**config.mk**
```make
export PLATFORM = sky130hd
export DESIGN_NAME = ax_level_ctrl_unit_flat
export DESIGN_NICKNAME = d
export VERILOG_FILES = /design/src/rtl/ax_level_ctrl_unit_if.sv /design/src/rtl/ax_level_ctrl_unit.sv /design/src/flat_wrapper.sv
export SDC_FILE = /design/constraint.sdc
export NUM_CORES = 1
export LEC_CHECK = 0
export ABC_AREA = 0
export ABC_CLOCK_PERIOD_IN_PS = 22200
export BUFFER_PORTS_ARGS = -buffer_cell sky130_fd_sc_hd__buf_4
export CAP_MARGIN = 30
export CORE_MARGIN = 4
export CORE_UTILIZATION = 60
export DETAILED_ROUTE_END_ITERATION = 6
export GPL_ROUTABILITY_DRIVEN = 0
export PLACE_DENSITY = 0.83
export SYNTH_ARGS = -nofsm -noshare
export SYNTH_HDL_FRONTEND = slang
export SYNTH_SLANG_ARGS = --single-unit
```
**constraint.sdc**
```tcl
create_clock -name clk -period 22.2 [get_ports clk]
set_input_delay 4.44 -clock clk [delete_from_list [all_inputs] [get_ports clk]]
set_output_delay 4.44 -clock clk [all_outputs]
set_load 0.05 [all_outputs]
```
**src/rtl/ax_level_ctrl_unit_if.sv**
```systemverilog
`default_nettype none
// ============================================================================
// Module   : ax_level_ctrl_unit_if
// Brief    : CSR access port shared with the CSR unit (write + combinational read).
// Revision : 1.0 - initial release
// ============================================================================
interface ax_level_ctrl_unit_if;
    logic        csrWE;
    logic [11:0] csrNumber;
    logic [1:0]  csrCode;
    logic [31:0] csrWriteIn;
    logic [31:0] csrReadOut;

    modport master (
        output csrWE,
        output csrNumber,
        output csrCode,
        output csrWriteIn,
        input  csrReadOut
    );

    modport slave (
        input  csrWE,
        input  csrNumber,
        input  csrCode,
        input  csrWriteIn,
        output csrReadOut
    );
endinterface
`default_nettype wire

```
**src/rtl/ax_level_ctrl_unit.sv**
```systemverilog
`default_nettype none
// ============================================================================
// Module   : ax_level_ctrl_unit
// Brief    : Multi-channel approximation level/threshold control with
//            commit-driven level decay. Optional macro
//            AX_CTRL_GLOBAL_OVERRIDE_EN adds a forceExact/freeze register.
// Revision : 1.0 - initial release
// ============================================================================
module ax_level_ctrl_unit #(
    parameter int          NUM_CHANNELS   = 4,
    parameter int          AX_LEVEL_WIDTH = 3,
    parameter int          THRESH_WIDTH   = 32,
    parameter int          COMMIT_WIDTH   = 3,
    parameter logic [11:0] CSR_BASE       = 12'h7C0
) (
    input  wire logic                                   clk,
    input  wire logic                                   rst,
    ax_level_ctrl_unit_if.slave                         s_csr,
    input  wire logic [COMMIT_WIDTH-1:0]                commitNum,
    output logic [NUM_CHANNELS*AX_LEVEL_WIDTH-1:0]      axLevel,
    output logic [NUM_CHANNELS*THRESH_WIDTH-1:0]        axThreshold,
    output logic [NUM_CHANNELS-1:0]                     axActive,
    output logic [NUM_CHANNELS-1:0]                     decayPulse
);

    localparam int         c_NUM_REGS    = 4 * NUM_CHANNELS;
    localparam logic [1:0] c_MODE_STATIC = 2'd1;
    localparam logic [1:0] c_MODE_DECAY  = 2'd2;

    logic [11:0]                  w_off;
    logic                         w_above;
    logic                         w_hit_ch;
    logic [9:0]                   w_ch_sel;
    logic [1:0]                   w_k;
    logic                         w_wr;
    logic [31:0]                  w_rdata;
    logic [31:0]                  w_wval;
    logic [NUM_CHANNELS*32-1:0]   w_rd_flat;
    logic                         w_force;
    logic                         w_freeze;

    assign w_off    = s_csr.csrNumber - CSR_BASE;
    assign w_above  = (s_csr.csrNumber >= CSR_BASE);
    assign w_hit_ch = w_above && (w_off < 12'(c_NUM_REGS));
    assign w_ch_sel = w_off[11:2];
    assign w_k      = w_off[1:0];
    assign w_wr     = s_csr.csrWE && (s_csr.csrCode != 2'd3);

`ifdef AX_CTRL_GLOBAL_OVERRIDE_EN
    logic       w_hit_g;
    logic [1:0] r_global;

    assign w_hit_g  = w_above && (w_off == 12'(c_NUM_REGS));
    assign w_force  = r_global[0];
    assign w_freeze = r_global[1];

    always_ff @(posedge clk or posedge rst) begin
        if (rst) begin
            r_global <= 2'b00;
        end else if (w_wr && w_hit_g) begin
            r_global <= w_wval[1:0];
        end
    end
`else
    assign w_force  = 1'b0;
    assign w_freeze = 1'b0;
`endif

    // Old value for set/clear is the addressed register as read back.
    always_comb begin
        w_rdata = '0;
        for (int i = 0; i < NUM_CHANNELS; i++) begin
            w_rdata = w_rdata | w_rd_flat[i*32 +: 32];
        end
`ifdef AX_CTRL_GLOBAL_OVERRIDE_EN
        if (w_hit_g) begin
            w_rdata = {30'd0, r_global};
        end
`endif
    end

    always_comb begin
        w_wval = s_csr.csrWriteIn;
        case (s_csr.csrCode)
            2'd1:    w_wval = w_rdata | s_csr.csrWriteIn;
            2'd2:    w_wval = w_rdata & ~s_csr.csrWriteIn;
            default: w_wval = s_csr.csrWriteIn;
        endcase
    end

    assign s_csr.csrReadOut = w_rdata;

    for (genvar i = 0; i < NUM_CHANNELS; i++) begin : g_ch
        logic [AX_LEVEL_WIDTH-1:0] r_level;
        logic [THRESH_WIDTH-1:0]   r_thresh;
        logic [1:0]                r_mode;
        logic [THRESH_WIDTH-1:0]   r_cnt;
        logic                      r_pulse;
        logic                      w_sel;
        logic                      w_wr_lvl;
        logic                      w_wr_thr;
        logic                      w_wr_mode;
        logic                      w_on;
        logic                      w_decay_en;
        logic [THRESH_WIDTH:0]     w_sum;
        logic [31:0]               w_rd;

        assign w_sel      = w_hit_ch && (w_ch_sel == 10'(i));
        assign w_wr_lvl   = w_wr && w_sel && (w_k == 2'd0);
        assign w_wr_thr   = w_wr && w_sel && (w_k == 2'd1);
        assign w_wr_mode  = w_wr && w_sel && (w_k == 2'd2);
        assign w_on       = (r_mode == c_MODE_STATIC) || (r_mode == c_MODE_DECAY);
        assign w_decay_en = (r_mode == c_MODE_DECAY) && (r_level != '0) &&
                            (r_thresh != '0) && !w_freeze;
        assign w_sum      = {1'b0, r_cnt} + (THRESH_WIDTH+1)'(commitNum);

        always_comb begin
            w_rd = '0;
            if (w_sel) begin
                case (w_k)
                    2'd0:    w_rd = 32'(r_level);
                    2'd1:    w_rd = 32'(r_thresh);
                    2'd2:    w_rd = {30'd0, r_mode};
                    default: w_rd = 32'(r_cnt);
                endcase
            end
        end

        assign w_rd_flat[i*32 +: 32] = w_rd;

        // A CSR write to this channel restarts its budget and wins over decay.
        always_ff @(posedge clk or posedge rst) begin
            if (rst) begin
                r_level  <= '0;
                r_thresh <= '0;
                r_mode   <= 2'b00;
                r_cnt    <= '0;
                r_pulse  <= 1'b0;
            end else begin
                r_pulse <= 1'b0;
                if (w_wr_lvl || w_wr_thr || w_wr_mode) begin
                    if (w_wr_lvl) begin
                        r_level <= w_wval[AX_LEVEL_WIDTH-1:0];
                    end
                    if (w_wr_thr) begin
                        r_thresh <= THRESH_WIDTH'(w_wval);
                    end
                    if (w_wr_mode) begin
                        r_mode <= w_wval[1:0];
                    end
                    r_cnt <= '0;
                end else if (r_mode != c_MODE_DECAY) begin
                    r_cnt <= '0;
                end else if (w_decay_en) begin
                    if (w_sum >= {1'b0, r_thresh}) begin
                        r_level <= r_level - 1'b1;
                        r_cnt   <= '0;
                        r_pulse <= 1'b1;
                    end else begin
                        r_cnt <= w_sum[THRESH_WIDTH-1:0];
                    end
                end
            end
        end

        assign axLevel[i*AX_LEVEL_WIDTH +: AX_LEVEL_WIDTH] =
            (w_on && !w_force) ? r_level : '0;
        assign axActive[i]    = w_on && !w_force && (r_level != '0);
        assign axThreshold[i*THRESH_WIDTH +: THRESH_WIDTH] = r_thresh;
        assign decayPulse[i]  = r_pulse;
    end

endmodule
`default_nettype wire

```
**src/flat_wrapper.sv**
```systemverilog
// flat-port wrapper written by rule: the top's interface ports become plain ports
module ax_level_ctrl_unit_flat 
#(
    parameter int          NUM_CHANNELS   = 4,
    parameter int          AX_LEVEL_WIDTH = 3,
    parameter int          THRESH_WIDTH   = 32,
    parameter int          COMMIT_WIDTH   = 3,
    parameter logic [11:0] CSR_BASE       = 12'h7C0
)
  (clk, rst, commitNum, axLevel, axThreshold, axActive, decayPulse, s_csr_csrWE, s_csr_csrNumber, s_csr_csrCode, s_csr_csrWriteIn, s_csr_csrReadOut);
  ax_level_ctrl_unit_if s_csr_i ();
  input  wire logic clk;
  input  wire logic rst;
  input  wire logic [COMMIT_WIDTH-1:0] commitNum;
  output logic [NUM_CHANNELS*AX_LEVEL_WIDTH-1:0] axLevel;
  output logic [NUM_CHANNELS*THRESH_WIDTH-1:0] axThreshold;
  output logic [NUM_CHANNELS-1:0] axActive;
  output logic [NUM_CHANNELS-1:0] decayPulse;
  input wire logic [$bits(s_csr_i.csrWE)-1:0] s_csr_csrWE;
  input wire logic [$bits(s_csr_i.csrNumber)-1:0] s_csr_csrNumber;
  input wire logic [$bits(s_csr_i.csrCode)-1:0] s_csr_csrCode;
  input wire logic [$bits(s_csr_i.csrWriteIn)-1:0] s_csr_csrWriteIn;
  output wire logic [$bits(s_csr_i.csrReadOut)-1:0] s_csr_csrReadOut;
  assign s_csr_i.csrWE = s_csr_csrWE;
  assign s_csr_i.csrNumber = s_csr_csrNumber;
  assign s_csr_i.csrCode = s_csr_csrCode;
  assign s_csr_i.csrWriteIn = s_csr_csrWriteIn;
  assign s_csr_csrReadOut = s_csr_i.csrReadOut;
  ax_level_ctrl_unit #(.NUM_CHANNELS(NUM_CHANNELS), .AX_LEVEL_WIDTH(AX_LEVEL_WIDTH), .THRESH_WIDTH(THRESH_WIDTH), .COMMIT_WIDTH(COMMIT_WIDTH), .CSR_BASE(CSR_BASE)) u_core (.clk(clk), .rst(rst), .s_csr(s_csr_i), .commitNum(commitNum), .axLevel(axLevel), .axThreshold(axThreshold), .axActive(axActive), .decayPulse(decayPulse));
endmodule
```
# Word-level counts from Yosys, hierarchy flattened
# Index checks and enable logic that the tools add are counted.
# op_classes
n_eq_ne,28
bitwise_logic,6
mux,65
order_cmp,6
reduce_logical,80
n_addsub,9
# ops
op,count
two-way mux 32 bit,20
one-hot mux 32 bit (3 select lines),4
adder 32 x 3 -> 33 bit,4
greater-or-equal comparator 33 x 32 -> 1 bit,4
OR 32 bit,4
nonzero test 32 bit,4
two-way mux 3 bit,24
one-hot mux 32 bit (2 select lines),1
logical AND 1 bit,34
bitwise AND 32 bit,1
inverter 32 bit,1
nonzero test 3 bit,8
"== test 10 x 2 -> 1 bit, second input constant",2
two-way mux 1 bit,16
"inequality test 2 x 1 -> 1 bit, second input constant",8
AND reduction 2 bit,8
AND reduction 4 bit,4
nonzero test 2 bit,8
"== test 2 x 1 -> 1 bit, second input constant",6
"== test 2 bit, second input constant",6
"greater-or-equal comparator 12 x 11 -> 1 bit, second input constant",1
logical OR 1 bit,12
"< comparator 12 x 5 -> 1 bit, second input constant",1
"subtractor 12 x 11 -> 12 bit, second input constant",1
other kinds (5),12
# word_totals
out_inout_bits,180
wordCells,214
ff_bits,280

# Logic depth before layout (Yosys ltp)
# logic_depth
depth_word,12
ltp_mapped,19
depth_no_buf,17

# Worst setup path before layout
# No wires, ideal clock.
# synth_path
kind,in2out
from,input s_csr_csrNumber[1]
to,output s_csr_csrReadOut[10]
slack_ps,11570
path_stages,6
arrival_time_ps,6190
cell_sequence,buf_2 buf_2 clkbuf_1 mux2i_1 o22ai_1 or3_1
# synth_between
elab_chain_cells,8
word_cells_on_any_way,26
# synth_rtl
item,line_no,rtl
from (decl),flat_wrapper.sv:20,input wire logic [$bits(s_csr_i.csrNumber)-1:0] s_csr_csrNumber;
subtractor 12 x 11 -> 12 bit,ax_level_ctrl_unit.sv:42,assign w_off = s_csr.csrNumber - CSR_BASE;
< comparator 12 x 5 -> 1 bit,ax_level_ctrl_unit.sv:44,assign w_hit_ch = w_above && (w_off < 12'(c_NUM_REGS));
logical AND 1 bit,ax_level_ctrl_unit.sv:44,
logical AND 1 bit,ax_level_ctrl_unit.sv:108,assign w_sel = w_hit_ch && (w_ch_sel == 10'(i));
two-way mux 32 bit,ax_level_ctrl_unit.sv:119,if (w_sel) begin
OR 32 bit (2 in series),ax_level_ctrl_unit.sv:73,w_rdata = w_rdata | w_rd_flat[i*32 +: 32];
OR 32 bit *,ax_level_ctrl_unit.sv:73,
to (decl),flat_wrapper.sv:23,output wire logic [$bits(s_csr_i.csrReadOut)-1:0] s_csr_csrReadOut;
# Every way passes the cells marked *; elsewhere a longest branch is shown, timed or not.

# Final worst setup path
# layout_path
from,input s_csr_csrNumber[1]
to,output s_csr_csrReadOut[0]
# The elaborated chain is that of the path after synthesis.

==> run_results.csv <==
group,metric,value,unit
final_layout,final_cell_area,23600,µm²
clock_network,clock_tree.buffer_depth,3,
power_and_ir_drop,p_per_area,49.7,nW/µm²
yosys,ys_seq_area_share,34.4,%
worst_hold_path,min_path_cells,2,
final_layout,nNetsFinal,2549,
timing,tns,0,ns
worst_setup_path,crit_path_start_kind,"primary input",
clock_network,post_cts_buffers,0,
clock_network,htree_levels,2,
global_routing,grt_use_met3,15.8,%
yosys,yosysTopAreaCell,"dfrtp_1",
floorplanning,rows,67,
yosys,ys_ff_latch,280,
worst_setup_path,cp.required,17.76,ns
floorplanning,die_width,192,µm
worst_setup_path,critPathTopFamily,"buffers and inverters",
floorplanning,core,33500,µm²
worst_setup_path,timing.rr.start,"u_core.g_ch[0].r_cnt[0]",
global_routing,overflow,0,
global_routing,grt-busiest-layer,"met2",
timing,post-route-period-util,53.4,%
yosys,synth_nets,2372,
worst_setup_path,reg2regPathDepth,16,
clock_network,worstSkewPairLatency,0.54,ns
worst_hold_path,min_to,"u_core.g_ch[3].r_mode[1]",
yosys,yosys-top-cells-area,"dfrtp_1 34%, ha_1 9.5%, mux2_2 7.0%",
timing,slew_violations,0,
detailed_routing,routedWlPerCell,28.4,µm
timing,timing.hold.ws,0.552,ns
timing,worstMarginPinSlew,1.06,ns
status,status,"completed",
global_routing,grt_start_max_net_pins,84,
yosys,synth-edff-count,0,
timing,slew_headroom,29.1,%
worst_setup_path,crit_arrival,7.42,ns
detailed_routing,num_vias,19900,
floorplanning,die_area,36900,µm²
timing,setup_viol,0,
yosys,synth_cell_types,79,
timing,finClkSkew,0.0260,ns
power_and_ir_drop,ir_worst_vdd,0.0530,mV
floorplanning,io_pins,232,
clock_network,cts_resized,0,
detailed_routing,ant_nets,0,
placement,dp_hpwl,59100,µm
timing,hold_viol,0,
final_layout,drive_above_1_share,20.8,%
yosys,synth_area,20400,µm²
clock_network,cts_tree,"yes",
clock_network,cts.sinks,280,
worst_setup_path,critPathMaxStageDelay,0.87,ns
detailed_routing,vias_per_cell,7.07,
worst_setup_path,setup.worst_path.end_class,"output port",
detailed_routing,wl,79900,µm
floorplanning,chipHeight,192,µm
timing,post-route-min-period,11.86,ns
timing,rsz0062_at_grt,"false",
worst_setup_path,crit_fanout,77,
worst_setup_path,slowest_stage,"buf_4",
power_and_ir_drop,power,1170,µW
final_layout,final_common_cell,"dfrtp_1",
worst_setup_path,path_class,"in2out",
global_routing,grt_pass1_wl,118000,µm
final_layout,area.growth.synth_to_final,15.7,%
clock_network,hold_buffers,0,
yosys,synth_top_area_share,34.4,%
detailed_routing,drc,0,
yosys,synth_cells,2161,
worst_setup_path,crit_buf_inv,3,
placement,placed_cell_area,22400,µm²
yosys,syn_avg_cell_area,9.42,µm²
floorplanning,start_util,60.7,%
detailed_routing,dr.pass1.iters,6,
global_routing,grt_usage,42.3,%
clock_network,clk_pin_slew_worst_paths,0.06,ns
worst_setup_path,worstReg2RegEnd,"u_core.g_ch[0].r_cnt[25]",
placement,io_buffers,231,
global_routing,grtUsageMet1,51.9,%
worst_setup_path,rrSetupSlack,16.44,ns
yosys,synth_async_sr_flop_share,100,%
clock_network,clock_tree.root_cell,"clkbuf_16",
yosys,yosys_warnings,0,
power_and_ir_drop,leakagePower,0.0115,µW
clock_network,numCtsBuffers,34,
final_layout,layout_common_cells,"280 x dfrtp_1, 251 x buf_4, 173 x inv_1, 155 x ha_1, 150 x nor2_1",
flow_run,maxCapViolCount,0,
worst_setup_path,worstPathCellList,"buf_6 > buf_4 > mux4_2 > mux4_2 > and2_1 > buf_4",
worst_hold_path,holdCritPathClass,"reg2reg",
yosys,synth_flop_cell,"dfrtp_1",
timing,max_freq,0.0843,GHz
global_routing,grt_antenna_before_repair,7,
global_routing,grt_pass1_vias,19100,
detailed_routing,drt-initial-drc-count,3211,
worst_hold_path,min_from,"u_core.g_ch[3].r_mode[1]",
global_routing,use_met2,60.1,%
## logic make-up after synthesis
logic type	Yosys count	synth area share, %
adder cells (fa/ha/maj)	159	9.92
XOR/XNOR	117	5.03
AO/OA/AOI/OAI	412	13.9
multiplexers	267	14.6
buffers and inverters	290	5.78
AND/OR/NAND/NOR	636	16.4
flip-flops	280	34.4
## worst reg2reg max path: cells and delay by family (launching register included)
kind            cells  cell delay (ns)
xor+xnor            1             0.21
flops               1             0.51
compound gates      5             1.11
simple gates        7             3.11
fa+ha+maj           3             0.74
## where the power goes
group          internal [µW]  total, µW  switching, µW
Sequential               511        513           1.80
Combinational           28.5       94.5           66.1
Clock                    328        562            234
## how the worst max path moves through the flow
stage | depth (start not counted) | startpoint | slack [ns] | end
final | 6 | s_csr_csrNumber[1] | 10.34 | s_csr_csrReadOut[0]
after global routing | 6 | s_csr_csrNumber[1] | 10.32 | s_csr_csrReadOut[0]
after CTS | 6 | s_csr_csrNumber[1] | 10.40 | s_csr_csrReadOut[0]
after detailed placement | 6 | s_csr_csrNumber[1] | 10.44 | s_csr_csrReadOut[0]
after global placement | 6 | s_csr_csrNumber[1] | 10.44 | s_csr_csrReadOut[0]
after floorplan | 1 | rst | 10.04 | u_core.g_ch[0].r_cnt[0]
## layer usage
metal | wire [µm] | vias up
li1 | - | 8169
met1 | 26900 | 9428
met2 | 32500 | 1777
met3 | 12400 | 512
met4 | 7980 | 8
met5 | 134 | -
## cell type report
| class | count | area, µm² |
|---|---|---|
| Antenna cell | 6 | 15.0 |
| Inverter | 174 | 661 |
| Sequential cell | 280 | 7010 |
| Fill cell | 2430 | 9980 |
| Clock inverter | 14 | 135 |
| Multi-Input combinational cell | 1591 | 12200 |
| Tap cell | 448 | 561 |
| Clock buffer | 44 | 960 |
| Timing Repair Buffer | 257 | 2010 |
## registers in the layout, indices dropped and copies added, names as in the netlist
name                  cells
u_core.g_ch.r_mode        8
u_core.g_ch.r_thresh    128
u_core.g_ch.r_cnt       128
u_core.g_ch.r_pulse       4
u_core.g_ch.r_level      12
## cell usage after synthesis (44+ instances only)
cell type / count
xor2_1: 51
dfrtp_1: 280
o21ai_0: 80
clkbuf_1: 71
nand3_1: 80
mux2i_1: 129
nand2_1: 105
nand4_1: 51
inv_1: 174
xnor2_1: 66
a21oi_1: 74
nor2_1: 154
mux2_2: 127
a22o_1: 44
ha_1: 155
## per-stage QoR
stage,setup WS [ns],cells,utilization [%]
floorplan,10.04,2161,-
global placement,10.44,2745,66.6
detailed placement,10.44,2749,66.9
CTS,10.40,2807,70.1
global route,10.32,2810,70.2
finish,10.34,2814,70.2
Note: power is estimated with default switching activity, not from simulation.
